**config.mk**
```make
export PLATFORM = sky130hd
export DESIGN_NAME = fixed_point_reciprocal_divider_flat
export DESIGN_NICKNAME = d
export VERILOG_FILES = /design/src/rtl/fixed_point_reciprocal_divider_pkg.sv /design/src/rtl/fixed_point_reciprocal_divider_if.sv /design/src/rtl/fixed_point_reciprocal_divider.sv /design/src/flat_wrapper.sv
export SDC_FILE = /design/constraint.sdc
export NUM_CORES = 1
export LEC_CHECK = 0
export CORE_UTILIZATION = 30
export CTS_CLUSTER_DIAMETER = 100
export DETAILED_ROUTE_END_ITERATION = 10
export HOLD_SLACK_MARGIN = 0.06
export PLACE_DENSITY = 0.43
export RECOVER_POWER = 50
export SKIP_CTS_REPAIR_TIMING = 1
export SLEW_MARGIN = 20
export SYNTH_ARGS = -nofsm -noshare
export SYNTH_HDL_FRONTEND = slang
export SYNTH_SLANG_ARGS = --single-unit
```
**constraint.sdc**
```tcl
create_clock -name clk -period 4 [get_ports clk]
set_input_delay 0.6 -clock clk [delete_from_list [all_inputs] [get_ports clk]]
set_output_delay 0.6 -clock clk [all_outputs]
set_load 0.01 [all_outputs]
```
**src/rtl/fixed_point_reciprocal_divider_pkg.sv**
```systemverilog
// Shared definitions for the fixed-point divide unit and its requesters
// (matrix-processor controller and datapath).
package fp_div_pkg;

  typedef enum logic [1:0] {
    IDLE  = 2'd0,
    PREP  = 2'd1,
    ITER  = 2'd2,
    FIXUP = 2'd3
  } divState_t;

  localparam int Q_WIDTH = 32;
  localparam int Q_FRAC  = 16;

  localparam logic [31:0] Q_ONE = 32'h0001_0000;
  localparam logic [31:0] Q_MAX = 32'h7FFF_FFFF;
  localparam logic [31:0] Q_MIN = 32'h8000_0000;

endpackage

```
**src/rtl/fixed_point_reciprocal_divider_if.sv**
```systemverilog
// Start/finished divide handshake between the matrix-processor controller
// (master) and the reciprocal divider (slave).
interface fp_div_if
  import fp_div_pkg::*;
#(
  parameter int WIDTH = Q_WIDTH
);

  logic             start;
  logic [WIDTH-1:0] dividend;
  logic [WIDTH-1:0] divisor;
  logic             busy;
  logic             done;
  logic [WIDTH-1:0] quotient;
  logic             div_by_zero;
  logic             overflow;

  modport master (
    output start, dividend, divisor,
    input  busy, done, quotient, div_by_zero, overflow
  );

  modport slave (
    input  start, dividend, divisor,
    output busy, done, quotient, div_by_zero, overflow
  );

endinterface

```
**src/rtl/fixed_point_reciprocal_divider.sv**
```systemverilog
// Multi-cycle signed fixed-point divider used for the perspective
// W-normalisation factor. Radix-2 restoring division on magnitudes, then
// sign application and saturation to the Q(WIDTH-FRAC).FRAC format.
//
// state | meaning
// ------+-------------------------------------------------------------
// IDLE  | waiting for start; operands captured when start is seen
// PREP  | record sign, form magnitudes, load numerator and counter
// ITER  | one restoring step per cycle, ITERS steps, MSB first
// FIXUP | apply sign / saturate / divide-by-zero result, raise done
module fixed_point_reciprocal_divider
  import fp_div_pkg::*;
#(
  parameter int WIDTH = Q_WIDTH,
  parameter int FRAC  = Q_FRAC
) (
  input  logic clk,
  input  logic rst_n,
  fp_div_if.slave bus
);

  localparam int ITERS = WIDTH + FRAC;
  localparam int NUM_W = WIDTH + FRAC;
  localparam int CNT_W = $clog2(ITERS);

  // Largest magnitudes representable for a positive / negative result.
  localparam logic [NUM_W-1:0] POS_LIMIT = {{(FRAC+1){1'b0}}, {(WIDTH-1){1'b1}}};
  localparam logic [NUM_W-1:0] NEG_LIMIT = {{FRAC{1'b0}}, 1'b1, {(WIDTH-1){1'b0}}};
  localparam logic [WIDTH-1:0] SAT_MAX   = {1'b0, {(WIDTH-1){1'b1}}};
  localparam logic [WIDTH-1:0] SAT_MIN   = {1'b1, {(WIDTH-1){1'b0}}};

  divState_t        state;
  logic [WIDTH-1:0] opA;
  logic [WIDTH-1:0] opB;
  logic [WIDTH-1:0] magA;
  logic [WIDTH-1:0] magB;
  logic [WIDTH-1:0] magDiv;
  logic [NUM_W-1:0] num;
  logic [NUM_W-1:0] quo;
  logic [WIDTH:0]   rem;
  logic [WIDTH+1:0] remShift;
  logic [WIDTH:0]   remDiff;
  logic             take;
  logic [CNT_W-1:0] cnt;
  logic             sign;
  logic             zeroFlag;

  logic [WIDTH-1:0] quotientR;
  logic             doneR;
  logic             dbzR;
  logic             ovfR;

  logic [WIDTH-1:0] fixQuot;
  logic             fixDbz;
  logic             fixOvf;

  // Two's complement magnitude; the most negative value maps to 2^(WIDTH-1).
  assign magA = opA[WIDTH-1] ? (~opA + 1'b1) : opA;
  assign magB = opB[WIDTH-1] ? (~opB + 1'b1) : opB;

  // The remainder always stays below |divisor| after a step, so the top
  // bit of the shifted value only matters for the compare.
  assign remShift = {rem, num[NUM_W-1]};
  assign take     = remShift >= {2'b00, magDiv};
  assign remDiff  = remShift[WIDTH:0] - {1'b0, magDiv};

  // Sequencing: IDLE -> PREP -> ITER x ITERS -> FIXUP, with a short-cut to
  // FIXUP on a zero divisor.
  always_ff @(posedge clk) begin
    if (!rst_n) begin
      state <= IDLE;
    end else begin
      case (state)
        IDLE:    if (bus.start) state <= PREP;
        PREP:    state <= (opB == '0) ? FIXUP : ITER;
        ITER:    if (cnt == '0) state <= FIXUP;
        FIXUP:   state <= IDLE;
      endcase
    end
  end

  // Operand capture and the restoring-division datapath; only meaningful
  // while busy, so it carries no reset.
  always_ff @(posedge clk) begin
    case (state)
      IDLE: begin
        if (bus.start) begin
          opA <= bus.dividend;
          opB <= bus.divisor;
        end
      end
      PREP: begin
        sign     <= opA[WIDTH-1] ^ opB[WIDTH-1];
        zeroFlag <= (opB == '0);
        magDiv   <= magB;
        num      <= {magA, {FRAC{1'b0}}};
        rem      <= '0;
        quo      <= '0;
        cnt      <= CNT_W'(ITERS - 1);
      end
      ITER: begin
        num <= {num[NUM_W-2:0], 1'b0};
        rem <= take ? remDiff : remShift[WIDTH:0];
        quo <= {quo[NUM_W-2:0], take};
        cnt <= cnt - 1'b1;
      end
      FIXUP: begin
      end
    endcase
  end

  // Final result: divide-by-zero, saturation, or signed truncated quotient.
  always_comb begin
    fixQuot = quo[WIDTH-1:0];
    fixDbz  = 1'b0;
    fixOvf  = 1'b0;
    if (zeroFlag) begin
      fixQuot = opA[WIDTH-1] ? SAT_MIN : SAT_MAX;
      fixDbz  = 1'b1;
    end else if (!sign && (quo > POS_LIMIT)) begin
      fixQuot = SAT_MAX;
      fixOvf  = 1'b1;
    end else if (sign && (quo > NEG_LIMIT)) begin
      fixQuot = SAT_MIN;
      fixOvf  = 1'b1;
    end else if (sign) begin
      fixQuot = ~quo[WIDTH-1:0] + 1'b1;
    end
  end

  // Result registers update only on leaving FIXUP and hold until the next one.
  always_ff @(posedge clk) begin
    if (!rst_n) begin
      doneR     <= 1'b0;
      quotientR <= '0;
      dbzR      <= 1'b0;
      ovfR      <= 1'b0;
    end else begin
      doneR <= (state == FIXUP);
      if (state == FIXUP) begin
        quotientR <= fixQuot;
        dbzR      <= fixDbz;
        ovfR      <= fixOvf;
      end
    end
  end

  assign bus.busy        = (state != IDLE);
  assign bus.done        = doneR;
  assign bus.quotient    = quotientR;
  assign bus.div_by_zero = dbzR;
  assign bus.overflow    = ovfR;

endmodule

```
**src/flat_wrapper.sv**
```systemverilog
// flat-port wrapper written by rule: the top's interface ports become plain ports
module fixed_point_reciprocal_divider_flat import fp_div_pkg::*;
#(
  parameter int WIDTH = Q_WIDTH,
  parameter int FRAC  = Q_FRAC
)
  (clk, rst_n, bus_start, bus_dividend, bus_divisor, bus_busy, bus_done, bus_quotient, bus_div_by_zero, bus_overflow);
  fp_div_if #(.WIDTH(WIDTH)) bus_i ();
  input  logic clk;
  input  logic rst_n;
  input wire logic [$bits(bus_i.start)-1:0] bus_start;
  input wire logic [$bits(bus_i.dividend)-1:0] bus_dividend;
  input wire logic [$bits(bus_i.divisor)-1:0] bus_divisor;
  output wire logic [$bits(bus_i.busy)-1:0] bus_busy;
  output wire logic [$bits(bus_i.done)-1:0] bus_done;
  output wire logic [$bits(bus_i.quotient)-1:0] bus_quotient;
  output wire logic [$bits(bus_i.div_by_zero)-1:0] bus_div_by_zero;
  output wire logic [$bits(bus_i.overflow)-1:0] bus_overflow;
  assign bus_i.start = bus_start;
  assign bus_i.dividend = bus_dividend;
  assign bus_i.divisor = bus_divisor;
  assign bus_busy = bus_i.busy;
  assign bus_done = bus_i.done;
  assign bus_quotient = bus_i.quotient;
  assign bus_div_by_zero = bus_i.div_by_zero;
  assign bus_overflow = bus_i.overflow;
  fixed_point_reciprocal_divider #(.WIDTH(WIDTH), .FRAC(FRAC)) u_core (.clk(clk), .rst_n(rst_n), .bus(bus_i));
endmodule
```
-- Word-level counts from Yosys, hierarchy flattened
Cells that the tools add are included.
- word-level logic and storage cells: 62
- output and inout bits: 36
- bits in registers: 270
- equal/unequal tests: 5
- magnitude comparators: 3
- multiplexer cells: 20
- add/subtract/negate cells: 5
- bitwise operators: 4
- reduce and logical (&&, ||, !) cells: 10
- operators by type and width (operator ; number):
    $mux W32 ; 6
    $pmux W48 S2 ; 2
    $add A32 B1 Y32 const B ; 3
    $not A32 Y32 ; 3
    $pmux W33 S2 ; 1
    $gt A48 B31 Y1 const B ; 1
    $gt A48 B32 Y1 const B ; 1
    $ge A34 B32 Y1 ; 1
    $mux W33 ; 1
    $sub A33 B32 Y33 ; 1
    $logic_not A32 Y1 ; 1
    $mux W31 ; 1
    $pmux W6 S2 ; 1
    $pmux W2 S4 ; 1
    $logic_not A6 Y1 ; 1
    $sub A6 B1 Y6 const B ; 1
    $mux W1 ; 5
    $eq A2 B2 Y1 const B ; 2
    $mux W2 ; 2
    $reduce_and A2 Y1 ; 2
    $reduce_bool A2 Y1 ; 2
    $eq A2 B1 Y1 const B ; 1
    $logic_and A1 B1 Y1 ; 2
    $logic_not A2 Y1 ; 1
    other kinds (4) ; 4

-- Longest topological paths before layout
- word-level depth: 6
- gate-level depth with buffers: 14

-- Worst setup path before layout
No wires, ideal clock.
- path type: register to register
- start: register u_core.state[0]
- end: register u_core.cnt[0], enable pin
- clock period less this slack: 3.580 ns
- arrival time: 3.102 ns
- setup slack: 0.420 ns
- stages on the path, launching flop included: 3
- buffers on the path: 0
- cells stage by stage: dfxtp_1 -> inv_1 -> ha_1
- cells in the longest elaborated chain, start to end: 2
- RTL lines (item ; line ; text):
    from (decl) ; fixed_point_reciprocal_divider.sv:32 ; divState_t state;
    from (signal assigned) ; fixed_point_reciprocal_divider.sv:75 ; PREP: state <= (opB == '0) ? FIXUP : ITER;
    $eq A2 B2 Y1 or $eq A2 B1 Y1 (tied branches) ; fixed_point_reciprocal_divider.sv:85 ; case (state)
    $reduce_bool A2 Y1 (no source line) * ; -- ;
    to (signal assigned) ; fixed_point_reciprocal_divider.sv:99 ; cnt <= CNT_W'(ITERS - 1);
    to (signal assigned) ; fixed_point_reciprocal_divider.sv:105 ; cnt <= cnt - 1'b1;
    to (decl) ; fixed_point_reciprocal_divider.sv:44 ; logic [CNT_W-1:0] cnt;
Mark *: on every way between the ends. The rest lies on a longest branch, timed or not.
A chain may end at the register's enable or synchronous reset.

-- Worst setup path after layout
- start: register u_core.quo[2]
- end: register u_core.quotientR[29] (netlist: u_core.bus.quotient[29])
- cells in the longest elaborated chain, start to end: 6
- RTL lines (item ; line ; text):
    from (decl) ; fixed_point_reciprocal_divider.sv:39 ; logic [NUM_W-1:0] quo;
    from (signal assigned) ; fixed_point_reciprocal_divider.sv:104 ; quo <= {quo[NUM_W-2:0], take};
    $not A32 Y32 ; fixed_point_reciprocal_divider.sv:127 ; fixQuot = ~quo[WIDTH-1:0] + 1'b1;
    $add A32 B1 Y32 ; fixed_point_reciprocal_divider.sv:127 ;
    $mux W32 ; fixed_point_reciprocal_divider.sv:126 ; end else if (sign) begin
    $mux W32 ; fixed_point_reciprocal_divider.sv:123 ; end else if (sign && (quo > NEG_LIMIT)) begin
    $mux W32 * ; fixed_point_reciprocal_divider.sv:120 ; end else if (!sign && (quo > POS_LIMIT)) begin
    $mux W32 * ; fixed_point_reciprocal_divider.sv:117 ; if (zeroFlag) begin
    to (signal assigned) ; fixed_point_reciprocal_divider.sv:141 ; quotientR <= fixQuot;
    to (decl) ; fixed_point_reciprocal_divider.sv:48 ; logic [WIDTH-1:0] quotientR;
Marks and branches as above.

==> flow_summary.yaml <==
floorplanning:
  die_height_um: 213
  core_sq_um: 43500
  ios: 103
  start_util_pct: 30.7
  die_w_um: 213
  die-area_sq_um: 45300
  rows: 76
critical_path:
  ff2ff_path_depth: 9
  reg2reg_slack_ns: 0.43
  cp.depth: 9
  critPathKind: "register to register"
  required_ns: 4.42
  critPathLaunch: "u_core.quo[2]"
  crit_path_cell_trace: "or3_1 -> or4_1 -> or2_1 -> nor2_1 -> nand3_1 -> nor3_1 -> nor4_1 -> a2111oi_0 -> nor3_1"
  r2r-start: "u_core.quo[2]"
  crit_slowest_cell: "a2111oi_0"
  crit_end: "u_core.bus.quotient[29]"
  cp-start-kind: "register"
  end_kind: "register"
  path_buf_inv: 0
  r2r-end: "u_core.bus.quotient[29]"
  cp_top_family: "simple AND/OR/NAND/NOR gates"
  worstPathMaxFanout: 6
  crit_top_cell: "nor3_1"
  cp.arrival_ns: 4.00
  cp_slowest_stage_delay_ns: 0.69
final_layout:
  fin_area_sq_um: 15900
  drive_above_1_share_pct: 5.16
  layout_commonest_cell: "edfxtp_1"
  final_cell_mix: "edfxtp_1 (217), nand2_1 (140), a21oi_1 (109)"
  n_antenna_cell: 0
  fin_nets: 1483
  area_growth_pct: 19.5
  fillCellCount: 4366
clocking:
  clk_pin_slew_ns: 0.06
  clockBufferDepth: 3
  clk_latency_ns: 0.57
  htreeDepth: 1
  cts_made_buffers: 30
  cts-root-buf: "clkbuf_16"
  cts.sink_count: 254
  cts_tree: "done"
worst_hold_path:
  holdCritPathClass: "register to register"
placed_design:
  post_dp_cell_area_sq_um: 15100
  hpwl_um: 23600
  place_congestion: 0.819
  port_buffers: 102
pwr:
  max-vdd-ir-drop_mv: 0.397
  p_leak_uw: 0.00561
  power.density_nw_per_um2: 826
sta:
  setup_violations: 0
  setup-tns-final_ns: 0
  finalMaxSlewViolations: 98
  final-hold-violation-count: 0
  max-slew-margin-rel_pct: -40.7
  max_freq_ghz: 0.280
  rsz0062_at_grt: "no"
  worst_pin_slew_ns: 2.11
  fin_skew_ns: 0.0168
  finalCriticalPeriod_ns: 3.57
  fin_crit_sh_pct: 89.3
route:
  vias: 9598
  wirelength_um: 33500
  drc: 0
  vias_per_cell: 4.85
  drtPass1Iterations: 7
  wl_per_cell_um: 16.9
  first_iter_violations: 590
  ant_nets: 0
global_route:
  use_met2_pct: 22.5
  grt_usage_pct: 14.8
  grt_overflow: 0
  gr-usage-met1_pct: 21.9
  antenna_found_initial: 0
  grt-busiest-layer: "met2"
  grt_pass1_wl_um: 52900
  grt_max_degree: 62
  grt_pass1_vias: 9526
  use_met3_pct: 2.04
logic_synthesis:
  seq_area_frac_synth_pct: 54.4
  yosys.area.top_type: "edfxtp_1"
  synth_top_area_share_pct: 48.8
  synth_edf_count: 217
  synthFlopType: "edfxtp_1"
  synthTopCellsByArea: "edfxtp_1 (49%), dfxtp_1 (5.6%), a21oi_1 (4.1%)"
  ys_async_sr_fraction_pct: 0
  ys_seq_elements: 254
  ys_warn_count: 0
  syn-cell-area_sq_um: 13300
  ys_types: 68
  synth.avg_cell_area_sq_um: 10.5
  postSynthCellCount: 1274
  synth_fp_nets: 1384
status:
  status: "finished, violations left"
  violations: "max-capacitance violations, max-slew violations"
flow_run:
  maxCapViolations: 3
-- sequential cells by signal, indices dropped and copies added (netlist names) --
name                    flops
u_core.quo                 48
u_core.rem                 33
u_core.bus.quotient        32
u_core.magDiv              32
u_core.num                 32
u_core.opA                 32
u_core.opB                 32
u_core.cnt                  6
u_core.state                2
u_core.bus.div_by_zero      1
u_core.bus.done             1
u_core.bus.overflow         1
u_core.sign                 1
u_core.zeroFlag             1
-- final cells by class --
type	count	area, sq um	area share, %
flip-flops and latches	254	7260	45.5
clock inverters	17	131	0.824
multi-input cells	902	5630	35.3
inverters	63	236	1.48
clock buffers	37	798	5.01
well taps	585	732	4.59
repair buffers	122	1160	7.27
-- how the worst min path moves through the flow --
stage | startpoint | endpoint | slack [ns] | depth (start not counted)
floorplan | u_core.opB[0] | u_core.magDiv[0] | 0.48 | 0
global placement | u_core.bus.div_by_zero | u_core.bus.div_by_zero | 0.45 | 2
detailed placement | u_core.bus.div_by_zero | u_core.bus.div_by_zero | 0.45 | 2
CTS | u_core.bus.div_by_zero | u_core.bus.div_by_zero | 0.46 | 2
global route | u_core.bus.div_by_zero | u_core.bus.div_by_zero | 0.48 | 2
finish | u_core.bus.div_by_zero | u_core.bus.div_by_zero | 0.46 | 2
-- power by group --
group          internal [uW]  switching [uW]
registers               4440             712
clock network           1530            1100
logic                   2010            3390
total                   7980            5200
-- metrics by stage --
step | hold WS (ns) | power (uW) | setup slack [ns] | std cells | util (%)
finish | 0.456 | 13200 | 0.428 | 1980 | 36.7
CTS | 0.460 | 13400 | 0.456 | 1980 | 36.9
detailed placement | 0.451 | 10700 | 0.478 | 1926 | 34.7
global placement | 0.445 | 10700 | 0.468 | 1926 | 34.7
floorplan | 0.477 | 8830 | 0.420 | 1274 | -
global route | 0.481 | 14200 | 0.209 | 1980 | 36.7
-- cells by family after synthesis --
logic type      after synthesis  share of synthesized area, %
xor+xnor                    100                          6.57
buf+inv                     118                          3.34
flops                       254                          54.4
compound gates              327                          15.2
mux                          15                          1.13
simple gates                417                          15.3
fa+ha+maj                    43                          4.09
-- worst reg2reg max path: stages (launching register included) --
cell	delay [ns]
edfxtp_1	0.46
or3_1	0.43
or4_1	0.51
or2_1	0.29
nor2_1	0.27
nand3_1	0.29
nor3_1	0.28
nor4_1	0.07
a2111oi_0	0.69
nor3_1	0.13
-- synth_stat cells, drive strengths merged (11+ instances only) --
library cell and number:
dfxtp 37, nor4 15, nand2b 15, mux2i 14
o21ai 89, o31ai 21, xnor2 62, or3 19
nor3 30, clkbuf 49, nand3 15, a21o 11
nor2 99, ha 42, a21oi 111, inv 63
edfxtp 217, xor2 38, and2 48, a211oi 19
nand2 140
-- per-layer routing --
metal | vias up | part of all wire (%) | wire (um)
li1 | 4846 | - | -
met1 | 4538 | 52 | 17400
met2 | 168 | 42 | 14200
met3 | 46 | 3.8 | 1280
met4 | 0 | 1.9 | 632
met5 | - | 0 | 0
No activity file was read; power rests on OpenSTA's default activity.
==> edit 1: new RTL, config.mk and constraints unchanged <==
`Q_WIDTH`: 32 -> 64.
--- a/src/rtl/fixed_point_reciprocal_divider_pkg.sv
+++ b/src/rtl/fixed_point_reciprocal_divider_pkg.sv
@@ -9,7 +9,7 @@
     FIXUP = 2'd3
   } divState_t;
 
-  localparam int Q_WIDTH = 32;
+  localparam int Q_WIDTH = 64;
   localparam int Q_FRAC  = 16;
 
   localparam logic [31:0] Q_ONE = 32'h0001_0000;
Interface: changed (resized bus_dividend, bus_divisor and bus_quotient); port bits go from 103 to 199. The function was not compared with the original's and may differ.
==> edit 1 against the unedited design <==
  * The run still ends with capacitance limit, slew limit left
  * Fmax fell by 5.8%
  * Routed wire length rose by 100%
  * Area after synthesis rose by 94%
  * Sequential share of layout area fell by 1.8 points
  * Cell area rose by 96%
  * Setup slack got worse by 220 ps
  * Clock skew rose by 22 ps
  * Power rose by 100%
  * Sequential cell count rose by 225
  * Die area rose by 93%
==> edit 1: results (changes against the unedited design) <==
| Metric | Value |
|---|---|
| Post-synthesis compound-gate area fraction | 14.6% (-0.58 points) |
| Final Net Count | 2884 (+94%) |
| Clk_skew | 38.7 ps (+21.9 ps) |
| Crit Reg-Reg Startpoint | u_core.opB[2] |
| H-Tree Level Count | 2 (+1) |
| Internal power | 0.0161 W (+100%) |
| Syn Nets | 2682 (+94%) |
| R2R Path End | u_core.magDiv[48] |
| Sequential fraction of the synthesis area | 53.0% (-1.4 points) |
| Max Cap Viol | 4 (+1) |
| Initial antenna violation count | 1 (+1) |
| Reg-to-reg setup timing slack | 210 ps (-220 ps) |
| Status | complete, but fails checks |
| Worst min path class | in2reg |
| Critical Path RT | 4360 ps (-60 ps) |
| XOR/XNOR Fraction of Synth Area | 8.31% (+1.7 points) |
| Largest cells by area after synthesis | edfxtp_1 (48%), xnor2_1 (5.4%), dfxtp_1 (5.3%), nand2_1 (3.7%), ha_1 (3.6%) |
| Largest net degree at the start of global routing | 112 (+81%) |
| Hold Path Sink | u_core.bus.quotient[56] |
| Most instantiated cells after synthesis | edfxtp_1 (410), nand2_1 (257), a21oi_1 (180) |
| Fraction of layout cells with a size suffix above 1 | 7.66% (+2.5 points) |
| Dpl hpwl | 48400 um (+100%) |
| Unique masters post-synth | 78 (+15%) |
| Worst Tran Pin Value | 2930 ps (+814 ps) |
| Mux cell area share after synthesis | 1.16% (+0.028 points) |
| Area share of fa/ha/maj cells after synthesis | 3.66% (-0.43 points) |
| Skew-Pair Late Insertion Delay | 630 ps (+60 ps) |
| Drt pass-1 iters | 5 (-2) |
| Max-slew violation count | 221 (+130%) |
| Post-synth EDFFs | 410 (+89%) |
| Via-to-Cell Ratio | 4.90 (+1.1%) |
| Failing checks | capacitance limit, slew limit |
| Hold wc startpoint | rst_n |
[edit 1: cell count changes after synthesis, sizes merged, moves of 43 or more]
cell and delta:
nor2b +53, o21ai +85, xnor2 +98, inv +43, nand2 +117, a21oi +69, clkbuf +58, nor2 +62
edfxtp +193, o21a +47, xor2 +47
[edit 1: worst max-delay path: stages (launching register included)]
cell and delay [ps]:
edfxtp_1 470, nor4_4 400, nand3_2 180, nand2b_1 210, or3_4 370, or4_4 550, or4_4 550, or4_4 510
o31ai_4 200, xnor2_1 90
[edit 1: cell families (layout without fill, tap and decap cells)]
family | count (synthesis) | in the layout
simple gates | 813 | 813
compound gates | 608 | 608
flops | 479 | 479
xor+xnor | 245 | 245
buf+inv | 227 | 478
fa+ha+maj | 75 | 75
mux | 29 | 29
[edit 1: cell type report]
class,count,area [um^2]
inverter,107,402
clock inverter,36,314
fill,8551,54000
tap,1144,1430
clock buffer,74,1600
multi-input combinational,1770,11300
timing repair buffer,261,2530
sequential,479,13700
[edit 1: worst max-delay path by stage]
stage | cells past startpoint | to | from | slack, ps
floorplan | 2 | u_core.cnt[0] | u_core.state[1] | 310
global placement | 9 | u_core.magDiv[48] | u_core.opB[3] | 210
detailed placement | 15 | u_core.rem[61] | u_core.num[79] | 120
CTS | 14 | u_core.rem[48] | u_core.num[79] | 130
global route | 13 | u_core.rem[60] | u_core.magDiv[0] | 9
finish | 9 | u_core.magDiv[48] | u_core.opB[2] | 210
[edit 1: power groups by stage]
stage	Sequential [W]	Combinational [W]	Clock, W
after floorplan	0.00932	0.00857	0
after global placement	0.00965	0.0123	0
after detailed placement	0.00967	0.0122	0
after CTS	0.00961	0.0123	0.00543
after global routing	0.00988	0.0136	0.00560
final	0.00963	0.0121	0.00524
[edit 1: layer usage]
| metal | up-vias | global-route usage [%] | wire length [um] |
|---|---|---|---|
| met5 | - | 0 | 0 |
| met4 | 0 | 4.85 | 1900 |
| met3 | 106 | 2.03 | 2490 |
| met2 | 372 | 25.0 | 30900 |
| met1 | 9099 | 21.2 | 31700 |
| li1 | 9400 | - | - |
[edit 1: stage by stage]
step                hold slack, ps  util [%]  std cells
floorplan                      477         -       2476
global placement               471      34.5       3760
detailed placement             476      34.5       3760
CTS                            360      36.7       3870
global route                   409      36.7       3871
finish                         417      36.7       3871
==> edit 2: new RTL, same flow settings <==
Made on the original files. The 4 states of `divState_t` get a one-hot encoding in 4 bits.
--- a/src/rtl/fixed_point_reciprocal_divider_pkg.sv
+++ b/src/rtl/fixed_point_reciprocal_divider_pkg.sv
@@ -2,11 +2,11 @@
 // (matrix-processor controller and datapath).
 package fp_div_pkg;
 
-  typedef enum logic [1:0] {
-    IDLE  = 2'd0,
-    PREP  = 2'd1,
-    ITER  = 2'd2,
-    FIXUP = 2'd3
+  typedef enum logic [3:0] {
+    IDLE  = 4'b0001,
+    PREP  = 4'b0010,
+    ITER  = 4'b0100,
+    FIXUP = 4'b1000
   } divState_t;
 
   localparam int Q_WIDTH = 32;
Function: no difference found for any inputs over 10 cycles, from zero or initial values and one cycle with rst_n low; not proved beyond that.
==> edit 2 against the unedited design <==
  * Cell area up 0.58%
  * Routed wire length shrank 2.8%
  * Core utilization down 0.35 points
  * Setup slack better by 240 ps
  * Sequential cell count up 2
  * Area after synthesis increased by 0.28%
  * Critical path type is now reg2out
Power is not compared: it rests on default switching activity, and its combinational part moved more than twofold at a synthesized area within 25%.
==> edit 2: results (changes against the unedited design) <==
| Metric | Value |
|---|---|
| Status | finished, final reports clean |
| R2R Path End | u_core.rem[29] |
| Syn Inst Count | 1251 (-1.8%) |
| DP Area | 15100 um^2 (about the same) |
| Worst path slowest cell | dfxtp_1 |
| Mux cell area share after synthesis | 0.224% (-0.91 points) |
| ClkCell Share | 6.15% (+0.32 points) |
| M1 GR Usage | 20.9% (-1.0 points) |
| Met2 WL post-DR | 14300 um (+0.37%) |
| Area of the multi-input gates | 5620 um^2 (-0.22%) |
| Largest net degree at the start of global routing | 74 (+19%) |
| XOR/XNOR Fraction of Synth Area | 6.87% (+0.31 points) |
| NonClk Buf Share | 7.36% (+0.091 points) |
| Antenna Diode Count | 2 (+2) |
| Fillers | 4486 (+2.7%) |
| Area share of fa/ha/maj cells after synthesis | 3.61% (-0.48 points) |
| Fin Hold WS | 463 ps (+7.23 ps) |
| Initial antenna violation count | 6 (+6) |
| Drt pass-1 iters | 5 (-2) |
| Post-synthesis compound-gate area fraction | 14.9% (-0.24 points) |
| Seq Cell Count | 256 (+0.79%) |
| Multi-input gates | 876 (-2.9%) |
| Routed WL per cell | 16.6 um (-1.9%) |
| Rel. slew slack | 0.327% (+41 points) |
| Met3 WL | 1590 um (+24%) |
| Layout Cells excl Fill | 1963 (-0.86%) |
| Iteration-0 DRC Markers | 578 (-2.0%) |
| Critical path's largest stage delay | 1320 ps (+630 ps) |
| Core Area | 44100 um^2 (+1.5%) |
| Unique masters post-synth | 85 (+25%) |
| Bufs w/o clock | 125 (+2.5%) |
| Hold wc startpoint | u_core.bus.overflow |
| Syn Nets | 1356 (-2.0%) |
| GR Util met2 | 22.7% (+0.27 points) |
| Dpl hpwl | 22900 um (-3.2%) |
| Most instantiated cells after synthesis | edfxtp_1 (217), nand2_1 (140), nor2_1 (91) |
| Critical Path Fanout Max | 51 (+45) |
| Final Net Count | 1451 (-2.2%) |
-- edit 2: changes by cell type after synthesis, moves of 12 or more --
cell,change
a21oi_1,-53
and2_1,-43
and3_1,+51
buf_2,+12
nor3_1,-12
o21ai_1,+12
o22ai_1,+13
xor2_1,+14
-- edit 2: worst register-to-register path, delay by kind of cell, from the launching register on --
kind	cells	cell delay (ps)
and+or+nand+nor	2	360
AOI/OAI and AO/OA	6	1380
buffers and inverters	3	350
adders and majority gates	2	570
DFF	1	380
-- edit 2: worst max-delay path by stage --
stage,startpoint,endpoint,cells after the start
2_1_floorplan,u_core.state[0],u_core.cnt[0],4
3_3_place_gp,u_core.num[47],u_core.rem[29],13
3_5_place_dp,u_core.num[47],u_core.rem[30],13
4_1_cts,u_core.num[47],u_core.rem[29],13
5_1_grt,u_core.state[2],bus_busy,3
6_report,u_core.state[2],bus_busy,3
